`src/rtl/matmul_job_sequencer.sv`:
```
// Job front-end for the 4x4 matmul + 2x2 average-pool engine: streams eight operand words
// into the shared memory, kicks the engine, tracks its ready line and returns the pooled word.
module matmul_job_sequencer #(
  parameter int         DATA_W      = 32,
  parameter logic [9:0] A_BASE      = 10'h000,
  parameter logic [9:0] B_BASE      = 10'h100,
  parameter logic [9:0] C_BASE      = 10'h200,
  parameter int         TIMEOUT_CYC = 1024
) (
  input  logic              clk,
  input  logic              rstn,
  input  logic              s_valid,
  output logic              s_ready,
  input  logic [DATA_W-1:0] s_data,
  output logic              mem_we,
  output logic [9:0]        mem_waddr,
  output logic [DATA_W-1:0] mem_wdata,
  output logic              mem_re,
  output logic [9:0]        mem_raddr,
  input  logic [DATA_W-1:0] mem_rdata,
  output logic              mm_kick,
  input  logic              mm_ready,
  output logic              m_valid,
  input  logic              m_ready,
  output logic [DATA_W-1:0] m_data,
  output logic              busy,
  output logic              err_timeout,
  output logic [7:0]        job_cnt
);
  localparam int              WD_W    = $clog2(TIMEOUT_CYC + 1);
  localparam logic [WD_W-1:0] WD_LAST = WD_W'(TIMEOUT_CYC - 1);

  typedef enum logic [3:0] {
    IDLE, LOAD, FLUSH, KICK, WAIT_LOW, WAIT_HIGH, RD_C, CAP_C, OUT
  } state_e;

  state_e            state_q, state_d;
  logic [2:0]        idx_q, idx_d;
  logic [WD_W-1:0]   wd_q, wd_d;
  logic              s_ready_q, s_ready_d;
  logic              we_q, we_d;
  logic [9:0]        waddr_q, waddr_d;
  logic [DATA_W-1:0] wdata_q, wdata_d;
  logic              m_valid_q, m_valid_d;
  logic [DATA_W-1:0] m_data_q, m_data_d;
  logic              err_q, err_d;
  logic [7:0]        cnt_q, cnt_d;
  logic              accept;

  // Beats 0-3 are A rows, beats 4-7 are B columns.
  function automatic logic [9:0] beat_addr(input logic [2:0] idx);
    return idx[2] ? (B_BASE + 10'(idx[1:0])) : (A_BASE + 10'(idx[1:0]));
  endfunction

  assign accept = s_ready_q & s_valid;

  always_comb begin
    state_d   = state_q;
    idx_d     = idx_q;
    wd_d      = wd_q;
    we_d      = 1'b0;
    waddr_d   = waddr_q;
    wdata_d   = wdata_q;
    m_valid_d = m_valid_q;
    m_data_d  = m_data_q;
    err_d     = err_q;
    cnt_d     = cnt_q;
    mm_kick   = 1'b0;
    mem_re    = 1'b0;
    case (state_q)
      IDLE: begin
        if (accept) begin
          we_d    = 1'b1;
          waddr_d = beat_addr(3'd0);
          wdata_d = s_data;
          idx_d   = 3'd1;
          err_d   = 1'b0;
          state_d = LOAD;
        end
      end
      LOAD: begin
        if (accept) begin
          we_d    = 1'b1;
          waddr_d = beat_addr(idx_q);
          wdata_d = s_data;
          idx_d   = idx_q + 3'd1;
          if (idx_q == 3'd7) state_d = FLUSH;
        end
      end
      FLUSH: state_d = KICK;
      KICK: begin
        // The engine only takes a kick while it reports idle; the watchdog stays parked.
        if (mm_ready) begin
          mm_kick = 1'b1;
          wd_d    = '0;
          state_d = WAIT_LOW;
        end
      end
      WAIT_LOW: begin
        wd_d = wd_q + WD_W'(1);
        if (!mm_ready) state_d = WAIT_HIGH;
        else if (wd_q == WD_LAST) begin
          err_d   = 1'b1;
          state_d = IDLE;
        end
      end
      WAIT_HIGH: begin
        wd_d = wd_q + WD_W'(1);
        if (mm_ready) state_d = RD_C;
        else if (wd_q == WD_LAST) begin
          err_d   = 1'b1;
          state_d = IDLE;
        end
      end
      RD_C: begin
        mem_re  = 1'b1;
        state_d = CAP_C;
      end
      CAP_C: begin
        m_data_d  = mem_rdata;
        m_valid_d = 1'b1;
        state_d   = OUT;
      end
      OUT: begin
        if (m_valid_q && m_ready) begin
          m_valid_d = 1'b0;
          cnt_d     = cnt_q + 8'd1;
          state_d   = IDLE;
        end
      end
      default: state_d = IDLE;
    endcase
  end

  // s_ready is registered so it is low while rstn is asserted.
  assign s_ready_d = (state_d == IDLE) || (state_d == LOAD);

  always_ff @(posedge clk or negedge rstn) begin
    if (!rstn) begin
      state_q   <= IDLE;
      idx_q     <= '0;
      wd_q      <= '0;
      s_ready_q <= 1'b0;
      we_q      <= 1'b0;
      waddr_q   <= '0;
      wdata_q   <= '0;
      m_valid_q <= 1'b0;
      m_data_q  <= '0;
      err_q     <= 1'b0;
      cnt_q     <= '0;
    end else begin
      state_q   <= state_d;
      idx_q     <= idx_d;
      wd_q      <= wd_d;
      s_ready_q <= s_ready_d;
      we_q      <= we_d;
      waddr_q   <= waddr_d;
      wdata_q   <= wdata_d;
      m_valid_q <= m_valid_d;
      m_data_q  <= m_data_d;
      err_q     <= err_d;
      cnt_q     <= cnt_d;
    end
  end

  assign s_ready     = s_ready_q;
  assign mem_we      = we_q;
  assign mem_waddr   = waddr_q;
  assign mem_wdata   = wdata_q;
  assign mem_raddr   = C_BASE;
  assign m_valid     = m_valid_q;
  assign m_data      = m_data_q;
  assign busy        = (state_q != IDLE);
  assign err_timeout = err_q;
  assign job_cnt     = cnt_q;

endmodule

```
`config.mk`:
```
export PLATFORM = sky130hd
export DESIGN_NAME = matmul_job_sequencer
export DESIGN_NICKNAME = d
export VERILOG_FILES = /design/src/rtl/matmul_job_sequencer.sv
export SDC_FILE = /design/constraint.sdc
export NUM_CORES = 1
export LEC_CHECK = 0
export CELL_PAD_IN_SITES_DETAIL_PLACEMENT = 1
export CELL_PAD_IN_SITES_GLOBAL_PLACEMENT = 2
export CORE_AREA = 2 2 118 120
export DETAILED_ROUTE_END_ITERATION = 6
export DIE_AREA = 0 0 120 122
export DONT_BUFFER_PORTS = 1
export PLACE_DENSITY_LB_ADDON = 0.1
export SLEW_MARGIN = 40
export SYNTH_ARGS = -nofsm -noshare
export SYNTH_HDL_FRONTEND = slang
export SYNTH_SLANG_ARGS = --single-unit
```
`constraint.sdc`:
```
create_clock -name clk -period 1.8 [get_ports clk]
set_input_delay 0.27 -clock clk [delete_from_list [all_inputs] [get_ports clk]]
set_output_delay 0.27 -clock clk [all_outputs]
set_load 0.005 [all_outputs]
```
==> impl_results.md, run 1 <==
- Fin crit share: 92.77%
- Number of synthesized flops with an enable pin: 0
- Final ANT Viol Nets: 0
- Reg-to-reg critical path startpoint: state_q[0]
- Total negative setup slack: 0 ps
- Fin. Hold Viols: a little under 100
- Nets: 477
- Simple-Gate Fraction of Synth Area: 19.28%
- Critical path class: flop to flop
- CTS root buf: clkbuf_16
- WP data required: 2030 ps
- Post-Route WL: between 9000 and 10,000 um
- First-pass GRT wire length: 15,790 um
- P_int: 0.005273 W
- Die footprint: 14,640 um2
- Via count: 2,754
- Pre-antenna DRT Iters: 4
- Max stage delay on crit path: 570 ps
- Total power: 0.008044 W
- Combinational share of power: about a quarter
- DRC Markers: 0
- Crit path max fanout: 6
- Worst-Skew Late Latency: around 350 ps
- Setup repair after global routing missed its margin: false
- Diode count: 0
- Arrival time at the worst endpoint: 1900 ps
- Most common library cells after synthesis: nand2_1, dfrtp_1, mux2_1
- Final slew viol count: 0
- Pwr Density: 1682 nW/um2
- Hold Crit Class: primary input to async pin
- NetSw: approximately 0.0028 W
- Top post-synthesis cells by area: dfrtp_1, nand2_1, mux2_1
- Ys async rst share: 100.0%
- Vias in the first global route: 2,929
- Die outline width: 120 um
- Initial antenna violation count: 0
- Cell Area, Synth: roughly 4200 um2
- Seq pwr share: 49.7%
- Outcome: finished with violations
- Failing checks: negative hold slack
- Filler Cell Count: ~1,500
- Sw frac: 34.45%
- H-tree Lvls: 3
- Register area: 2430 um2
- Largest area contributor in the netlist: dfrtp_1
- Mean post-synth cell area: 10.74 um2
- Largest net degree at the start of global routing: 98
- Clk sink count: 97
- Mean routed wirelength per cell: around 16 um
- Post-synthesis mux area share: 9.118%
- Core area: 13,500 um2
- Most common cell in the netlist: nand2_1
- R2r setup slk: roughly 130 ps
- Peak Freq: 598.8 MHz
- Clock share of power: about a quarter
- CTS tree: done
- Fin area: 4783 um2
- Post-CTS Repair Setup Buffers: 0
- CP max stage cell: or4b_4
- Worst-case clock buffer depth: 2
- Ys flop type: dfrtp_1
- GP Congestion: 0.7327
- Row count: 43
- Setup WS post-layout: 130.1 ps
- CTS buffer count: 9
- Count of input and output buffers: 0
- Final Skew: 9.605 ps
- Critical path cell sequence: or4b_4 > nor2_2 > mux2_1
- Final setup violation count: 0
- DP Worst Slack: 129.3 ps
- Initial Utilization: 31.09%
- Worst setup path start: state_q[0]
- I/O Pins: 168
- Cells after synthesis: 391
- Leakage power total: 2.234 nW
- Worst vdd ir: 0.0005120 V
- Gr usage total: between 10% and 20%
- Compound-Gate Fraction of Synth Area: under 10%
- Adder-Cell Fraction of Synth Area: 1.192%
- Post-layout min period: around 1700 ps
- CP Capture Type: flop
- Placement Cell Area: 4457 um2
- Xor/xnor share of the synthesized area: under 10%
- Max-cap viol count: 0
- Largest family of logic cells by synthesized area: simple AND/OR/NAND/NOR gates
- Hold WS: -384.5 ps
- Synth top area share: 57.81%
- Layout cell share with drive strength beyond 1: 13.45%
- Initial DRC Count: 88
- Detailed-placement wirelength estimate: 6713 um
- Layout area overhead: 13.92%
- Yosys reg bits: 97
- Multi-input logic area: 1622 um2
- Post-synthesis sequential area ratio: 57.81%
- Crit path launch type: flop
- Yosys warning count: 0
- Clock transition at path regs: around 70 ps
- Synth cell types: 44
- Worst Path Buf+Inv: 0
- Chip height: 122 um
- Via density: 4.676
- Remaining Overflow, GRT: 0
- Kind of cell adding the most delay to the critical path: simple AND/OR/NAND/NOR gates
repair_timing:
action                     CTS  global route
setup endpoints to repair    1             2
gates cloned                 0             0
hold endpoints to repair    97            97
gates resized for setup      2             4
power groups by stage:
stage / Sequential (W) / Clock (W) / Combinational (W)
CTS: 0.00402 / 0.00206 / 0.00212
detailed placement: 0.00404 / 0 / 0.00211
global placement: 0.00404 / 0 / 0.00204
global route: 0.00415 / 0.00215 / 0.00241
floorplan: 0.00378 / 0 / 0.00157
finish: 0.00400 / 0.00197 / 0.00207
final cells by class:
cell class	count	share of cell area, %
Inverter	4	0.3139
Clock inverter	5	1.308
Sequential cell	97	50.80
Timing Repair Buffer	21	3.897
Clock buffer	11	5.075
Multi-Input combinational cell	271	33.90
Tap cell	180	4.708
worst reg2reg max path: cells and delay by family, from the launching register on:
| family | cells | cell delay, ps |
|---|---|---|
| muxes | 1 | 350 |
| and+or+nand+nor | 2 | 760 |
| DFF | 1 | 450 |
logic make-up (layout without fill, tap and decap cells):
family | count (synthesis) | in the layout
DFF | 97 | 97
muxes | 34 | 34
buffers and inverters | 38 | 41
AOI/OAI and AO/OA | 25 | 25
adders and majority gates | 4 | 4
and+or+nand+nor | 177 | 177
xor gates and xnor gates | 14 | 14
other | 2 | 17
stage by stage:
stage                     utilization, %  std cells  hold WS (ps)
after global routing               35.42        589        -414.8
after global placement             33.00        573        -23.21
after CTS                          35.31        589        -409.2
final                              35.42        589        -384.5
after floorplan                        -        406        -25.59
after detailed placement           33.00        573        -23.07
cells in the final DEF, fill, tap and decap left out, drive strengths merged, types with 2 or more instances in the layout:
master and count:
a2111oi 2, nor3 2, conb 17, nand4 11, nand3b 2, nand3 8
o211ai 4, nand2 123, clkinvlp 2, o21ai 5, inv 5, xnor2 9
or4 2, nand2b 2, xor2 5, mux2 34, clkbuf 11, and3 2
nand4b 2, ha 4, dfrtp 97, nor2 16, a21oi 7, buf 21
metal layers:
metal | share of wire (%) | routed length, um | track usage, %
met3 | 10 | 957 | 5.899
met1 | 41 | 3940 | 16.80
met4 | 2.4 | 231 | 7.500
met2 | 46 | 4432 | 21.41
met5 | 0 | 0 | 0
registers in the layout (all words and copies together), names as in the netlist:
name	cells
err_timeout	1
job_cnt	8
idx_q	3
state_q	4
mem_waddr	3
s_ready	1
mem_we	1
m_valid	1
m_data	32
wd_q	11
mem_wdata	32
worst paths after layout:
check,end,cells after the start
worst max-delay path,job_cnt[1],3
worst max register to register,job_cnt[1],3
max in group asynchronous,state_q[2],0
worst min register to register,job_cnt[7],1
min in group clk,mem_wdata[20],2
worst min-delay path,m_data[13],0
(Power assumes the default switching activity.)
==> run 2: changes to the inputs <==
--- a/config.mk
+++ b/config.mk
@@ -5,13 +5,10 @@
 export SDC_FILE = /design/constraint.sdc
 export NUM_CORES = 1
 export LEC_CHECK = 0
-export CELL_PAD_IN_SITES_DETAIL_PLACEMENT = 1
-export CELL_PAD_IN_SITES_GLOBAL_PLACEMENT = 2
 export CORE_AREA = 2 2 118 120
 export DETAILED_ROUTE_END_ITERATION = 6
 export DIE_AREA = 0 0 120 122
 export DONT_BUFFER_PORTS = 1
-export PLACE_DENSITY_LB_ADDON = 0.1
 export SLEW_MARGIN = 40
 export SYNTH_ARGS = -nofsm -noshare
 export SYNTH_HDL_FRONTEND = slang
==> impl_results.md, run 2 (synthesized netlist as in run 1, its figures left out) <==
- Layout area overhead: 13.23% (was 13.92%)
- Critical path cell sequence: nor2_2 > nand4_1 > inv_4 (was or4b_4 > nor2_2 > mux2_1)
- Clock transition at path regs: 70 ps (about the same)
- Crit path max fanout: 8 (was 6)
- Register area: 2427 um2 (was 2430 um2)
- Commonest non-fill, non-tap cell in the layout: nand2_1 (unchanged)
- Via density: 4.561 (was 4.676)
- Final Skew: 5.695 ps (was 9.605 ps)
- Diode count: 0 (unchanged)
- GP Congestion: 0.8109 (was 0.7327)
- Dpl cells: 568 (was 573)
- Initial DRC Count: 142 (was 88)
- Vias in the first global route: 2,689 (was 2,929)
- Combinational share of power: 25.6% (was 25.8%)
- First-pass GRT wire length: 13,040 um (was 15,790 um)
- Nets: 474 (was 477)
- Final slew viol count: 0 (unchanged)
- DRC Markers: 0 (unchanged)
- Worst-Skew Late Latency: 340 ps (was 350 ps)
- Max stage delay on crit path: 460 ps (was 570 ps)
- Via count: 2,668 (was 2,754)
- Layout cell share with drive strength beyond 1: 12.10% (was 13.45%)
- Final core utilization: 35.21% (was 35.42%)
- Placement Cell Area: 4432 um2 (was 4457 um2)
- Pre-antenna DRT Iters: 4 (unchanged)
- Sw frac: 33.50% (was 34.45%)
- Critical path class: flop to output port (was flop to flop)
- Crit Reg-Reg Endpoint: job_cnt[6] (was job_cnt[1])
- Initial Utilization: 31.09% (unchanged)
- Most frequent cells in the layout: nand2_1, dfrtp_1, mux2_1, conb_1 (was nand2_1, dfrtp_1, mux2_1, buf_4, conb_1)
- Setup WS post-layout: 108.0 ps (was 130.1 ps)
- Mean routed wirelength per cell: 13.86 um (was 16.23 um)
- P_int: 0.005242 W (was 0.005273 W)
- Final setup violation count: 0 (unchanged)
- Die outline width: 120 um (unchanged)
- Fin crit share: 94.00% (was 92.77%)
- Fin. Hold Viols: 97 (unchanged)
- CP Capture Type: output port (was flop)
- Count of input and output buffers: 0 (unchanged)
- Worst vdd ir: 0.0006690 V (was 0.0005120 V)
- Max-cap viol count: 0 (unchanged)
- Die footprint: 14,640 um2 (unchanged)
- Global Route met1 Usage: 12.85% (was 16.80%)
- Worst R2R Path Depth: 4 (was 3)
- CTS tree: done (unchanged)
- Post-Route WL: 8107 um (was 9561 um)
- I/O Pins: 168 (unchanged)
- Arrival time at the worst endpoint: 1420 ps (was 1900 ps)
- Worst Path Buf+Inv: 1 (was 0)
- M2 GR Usage: 18.64% (was 21.41%)
- Clk sink count: 97 (unchanged)
- Chip height: 122 um (unchanged)
- WP data required: 1530 ps (was 2030 ps)
- Non-Filler Instances: 585 (was 589)
- Gr usage total: 11.51% (was 14.01%)
- Post-layout min period: 1692 ps (was 1670 ps)
- Row count: 43 (unchanged)
- Core area: 13,500 um2 (unchanged)
- CTS buffer count: 9 (unchanged)
- Total power: 0.007883 W (was 0.008044 W)
- Remaining Overflow, GRT: 0 (unchanged)
- Reg-to-reg critical path startpoint: state_q[3] (was state_q[0])
- Kind of cell adding the most delay to the critical path: flip-flops (was simple AND/OR/NAND/NOR gates)
- Hold Crit Class: primary input to async pin (unchanged)
- Met3 usage: 5.946% (was 5.899%)
- Worst-case clock buffer depth: 2 (unchanged)
- H-tree Lvls: 3 (unchanged)
- Filler Cell Count: 1,333 (was 1,529)
- Seq pwr share: 50.1% (was 49.7%)
- Final ANT Viol Nets: 0 (unchanged)
- DP Worst Slack: 151.2 ps (was 129.3 ps)
- Outcome: finished with violations (unchanged)
- Hold WS: -385.0 ps (was -384.5 ps)
- Peak Freq: 591.0 MHz (was 598.8 MHz)
- Largest net degree at the start of global routing: 98 (unchanged)
- CTS root buf: clkbuf_16 (unchanged)
- Pwr Density: 1658 nW/um2 (was 1682 nW/um2)
- Leakage power total: 2.223 nW (was 2.234 nW)
- R2r setup slk: 130 ps (about the same)
- CP max stage cell: dfrtp_1 (was or4b_4)
- Detailed-placement wirelength estimate: 5817 um (was 6713 um)
- Initial antenna violation count: 0 (unchanged)
- Failing checks: negative hold slack (unchanged)
- Fin area: 4755 um2 (was 4783 um2)
- GRT busiest layer: met2 (unchanged)
- Clock share of power: 24.3% (was 24.5%)
- NetSw: 0.002641 W (was 0.002771 W)
- Crit path launch type: flop (unchanged)
- Multi-input logic area: 1609 um2 (was 1622 um2)
-- run 2: through the flow --
| stage | setup TNS (ps) | hold WS [ps] |
|---|---|---|
| finish | 0 | -385.0 |
| global route | -1.317 | -414.8 |
| CTS | 0 | -404.6 |
| detailed placement | 0 | -23.23 |
| global placement | 0 | -23.07 |
| floorplan | 0 | -25.59 |
-- run 2: cell type report --
cell class | instances | share of cell area (%)
well taps | 180 | 4.737
multi-input cells | 271 | 33.84
flip-flops and latches | 97 | 51.05
repair inverters | 1 | 0.1579
clock buffers | 10 | 5.026
inverters | 4 | 0.3684
clock inverters | 5 | 1.342
repair buffers | 17 | 3.474
-- run 2: worst max-delay path by stage --
stage / cells after the start / slack, ps / endpoint / start
after global routing: 3 / -1 / mm_kick / state_q[3]
after floorplan: 3 / 210 / job_cnt[1] / state_q[1]
after detailed placement: 4 / 150 / job_cnt[6] / state_q[3]
final: 3 / 110 / mm_kick / state_q[3]
after global placement: 3 / 200 / job_cnt[1] / state_q[3]
after CTS: 3 / 10 / mm_kick / state_q[3]
-- run 2: power groups by stage --
stage               clock (W)  sequential, W  combinational (W)
floorplan                   0        0.00378            0.00157
global placement            0        0.00398            0.00196
detailed placement          0        0.00397            0.00208
CTS                   0.00202        0.00396            0.00205
global route          0.00213        0.00407            0.00235
finish                0.00191        0.00395            0.00202
-- run 2: what timing repair did --
action | CTS | global route
setup endpoints to repair | 0 | 1
gates resized for setup | 0 | 2
endpoints found under the hold margin | 97 | 97
setup buffers | 0 | 1
-- run 2: layer usage --
layer,up-vias,part of all wire [%]
li1,1284,-
met1,1238,39
met2,139,48
met3,7,11
met4,0,1.3
met5,-,0
==> run 3: changes to the inputs <==
--- a/config.mk
+++ b/config.mk
@@ -5,9 +5,10 @@
 export SDC_FILE = /design/constraint.sdc
 export NUM_CORES = 1
 export LEC_CHECK = 0
-export CORE_AREA = 2 2 118 120
+export ABC_AREA = 1
+export CORE_AREA = 2 2 121 123
 export DETAILED_ROUTE_END_ITERATION = 6
-export DIE_AREA = 0 0 120 122
+export DIE_AREA = 0 0 123 125
 export DONT_BUFFER_PORTS = 1
 export SLEW_MARGIN = 40
 export SYNTH_ARGS = -nofsm -noshare
==> impl_results.md, run 3 <==
- Hold WS: -380.0 ps (was -385.0 ps)
- Crit path max fanout: 4 (was 8)
- Number of synthesized flops with an enable pin: 0 (unchanged)
- Initial DRC Count: 114 (was 142)
- Worst-Skew Late Latency: 340 ps (about the same)
- Placement Cell Area: 4562 um2 (was 4432 um2)
- Most frequent cells in the layout: nand2_1, dfrtp_1, inv_1, mux2_4, nor2_1 (was nand2_1, dfrtp_1, mux2_1, conb_1)
- Row count: 44 (was 43)
- Peak Freq: 604.3 MHz (was 591.0 MHz)
- Pwr Density: 1549 nW/um2 (was 1658 nW/um2)
- Failing checks: negative hold slack (unchanged)
- Largest net degree at the start of global routing: 98 (unchanged)
- Largest area contributor in the netlist: dfrtp_1 (unchanged)
- Remaining Overflow, GRT: 0 (unchanged)
- Total negative setup slack: 0 ps (unchanged)
- Filler Cell Count: 1,461 (was 1,333)
- I/O Pins: 168 (unchanged)
- Hold Crit Class: primary input to async pin (unchanged)
- Post-CTS Repair Setup Buffers: 0 (unchanged)
- Slew headroom: 61.14%
- Die footprint: 15,380 um2 (was 14,640 um2)
- CTS tree: done (unchanged)
- WP data required: 1530 ps (about the same)
- Count of input and output buffers: 0 (unchanged)
- Vias in the first global route: 2,948 (was 2,689)
- Final Skew: 5.149 ps (was 5.695 ps)
- GP Congestion: 0.8088 (was 0.8109)
- Yosys warning count: 0 (unchanged)
- Arrival time at the worst endpoint: 1380 ps (was 1420 ps)
- Commonest non-fill, non-tap cell in the layout: nand2_1 (unchanged)
- Register area: 2427 um2 (unchanged)
- Cells after synthesis: 456 (was 391)
- Fin crit share: 91.94% (was 94.00%)
- Leakage power total: 2.527 nW (was 2.223 nW)
- First-pass GRT wire length: 14,450 um (was 13,040 um)
- Post-Route WL: 9069 um (was 8107 um)
- Worst vdd ir: 0.0005457 V (was 0.0006690 V)
- Final setup violation count: 0 (unchanged)
- CTS root buf: clkbuf_16 (unchanged)
- Core area: 14,200 um2 (was 13,500 um2)
- Worst setup path start: state_q[2] (was state_q[3])
- Number of gates resized after CTS: 0 (unchanged)
- Diode count: 0 (unchanged)
- Critical path class: flop to output port (unchanged)
- Via density: 4.444 (was 4.561)
- Cell Area, Synth: 4453 um2 (was 4199 um2)
- Top post-synthesis cells by area: dfrtp_1, nand2_1, mux2_4 (was dfrtp_1, nand2_1, mux2_1)
- Clk sink count: 97 (unchanged)
- Pre-antenna DRT Iters: 5 (was 4)
- CP Capture Type: output port (unchanged)
- Final slew viol count: 0 (unchanged)
- Via count: 2,875 (was 2,668)
- Most common cell in the netlist: nand2_1 (unchanged)
- Crit path launch type: flop (unchanged)
- Mean post-synth cell area: 9.765 um2 (was 10.74 um2)
- Fin area: 4860 um2 (was 4755 um2)
- Setup repair after global routing missed its margin: false
- Least-Margin Pin Slew: 582.0 ps
- Die outline width: 123 um (was 120 um)
- Final ANT Viol Nets: 0 (unchanged)
- Final core utilization: 34.21% (was 35.21%)
- Layout cell share with drive strength beyond 1: 13.61% (was 12.10%)
- Fin. Hold Viols: 97 (unchanged)
- Clock transition at path regs: 70 ps (about the same)
- Multi-input logic area: 1719 um2 (was 1609 um2)
- H-tree Lvls: 3 (unchanged)
- CTS buffer count: 9 (unchanged)
- Synth cell types: 24 (was 44)
- Detailed-placement wirelength estimate: 6507 um (was 5817 um)
- Initial antenna violation count: 0 (unchanged)
- Worst-case clock buffer depth: 2 (unchanged)
- Most common library cells after synthesis: nand2_1, dfrtp_1, inv_1 (was nand2_1, dfrtp_1, mux2_1)
- Gr usage total: 12.01% (was 11.51%)
- Ys flop type: dfrtp_1 (unchanged)
- Post-layout min period: 1655 ps (was 1692 ps)
- Outcome: finished with violations (unchanged)
- Nets: 531 (was 474)
- Mean routed wirelength per cell: 14.02 um (was 13.86 um)
- Post-synthesis sequential area ratio: 54.51% (was 57.81%)
- Synth top area share: 54.51% (was 57.81%)
- Chip height: 125 um (was 122 um)
- DRC Markers: 0 (unchanged)
- Max-cap viol count: 0 (unchanged)
- Reg-to-reg critical path startpoint: state_q[2] (was state_q[3])
- Ys async rst share: 100.0% (unchanged)
- Initial Utilization: 31.35% (was 31.09%)
- Layout area overhead: 9.132% (was 13.23%)
- Yosys reg bits: 97 (unchanged)
[run 3: cell count changes after synthesis, moves of 11 or more]
cell,change
inv_1,+30
mux2_1,-30
mux2_4,+29
nand2_1,+49
nand3_1,+14
o21ai_0,+11
[run 3: area by class of cell]
cell class / count / area share [%]
sequential: 97 / 49.95
multi-input combinational: 308 / 35.38
tap: 184 / 4.737
clock buffer: 10 / 4.712
inverter: 38 / 2.935
clock inverter: 6 / 1.416
timing repair buffer: 4 / 0.8754
[run 3: where the power goes]
group          total (W)  switching (W)  internal [W]
Combinational    0.00182        0.00102      0.000793
Sequential       0.00381       0.000778       0.00303
Clock            0.00190       0.000820       0.00108
[run 3: kinds of logic (layout without fill, tap and decap cells)]
| kind of cell | count (synthesis) | after routing | synth area share (%) |
|---|---|---|---|
| xor gates and xnor gates | 7 | 7 | 1.377 |
| AOI/OAI and AO/OA | 20 | 20 | 2.304 |
| other | 2 | 17 | 0.1686 |
| adders and majority gates | 4 | 4 | 1.124 |
| DFF | 97 | 97 | 54.51 |
| buffers and inverters | 66 | 58 | 8.148 |
| and+or+nand+nor | 228 | 228 | 21.83 |
| muxes | 32 | 32 | 10.54 |
[run 3: worst paths after layout]
check / slack [ps] / end / cells after the start
min in group clk: 50 / mem_wdata[30] / 2
worst max-delay path: 150 / mm_kick / 5
worst min register to register: 500 / mem_wdata[10] / 2
worst max register to register: 260 / wd_q[8] / 8
max in group asynchronous: 2050 / state_q[3] / 0
worst min-delay path: -380 / mem_wdata[16] / 0
[run 3: critical path, stage by stage, from the launching register on]
cell and delay [ps]:
dfrtp_1 400, inv_2 120, nand2_1 140, nor2_1 180
nand2_1 110, inv_1 90
[run 3: metal layers]
layer  track usage [%]  part of all wire [%]
met1             13.94                    41
met2             18.95                    46
met3             4.881                    10
met5                 0                     0
met4             6.217                   2.3
[run 3: through the flow]
step           setup slack (ps)  total power (W)  std cells
2_1_floorplan             429.2         0.005220        471
6_report                  145.1         0.007526        647
3_3_place_gp              309.1         0.005595        631
5_1_grt                   13.74         0.008135        647
3_5_place_dp              256.9         0.005710        631
4_1_cts                   131.5         0.007651        647
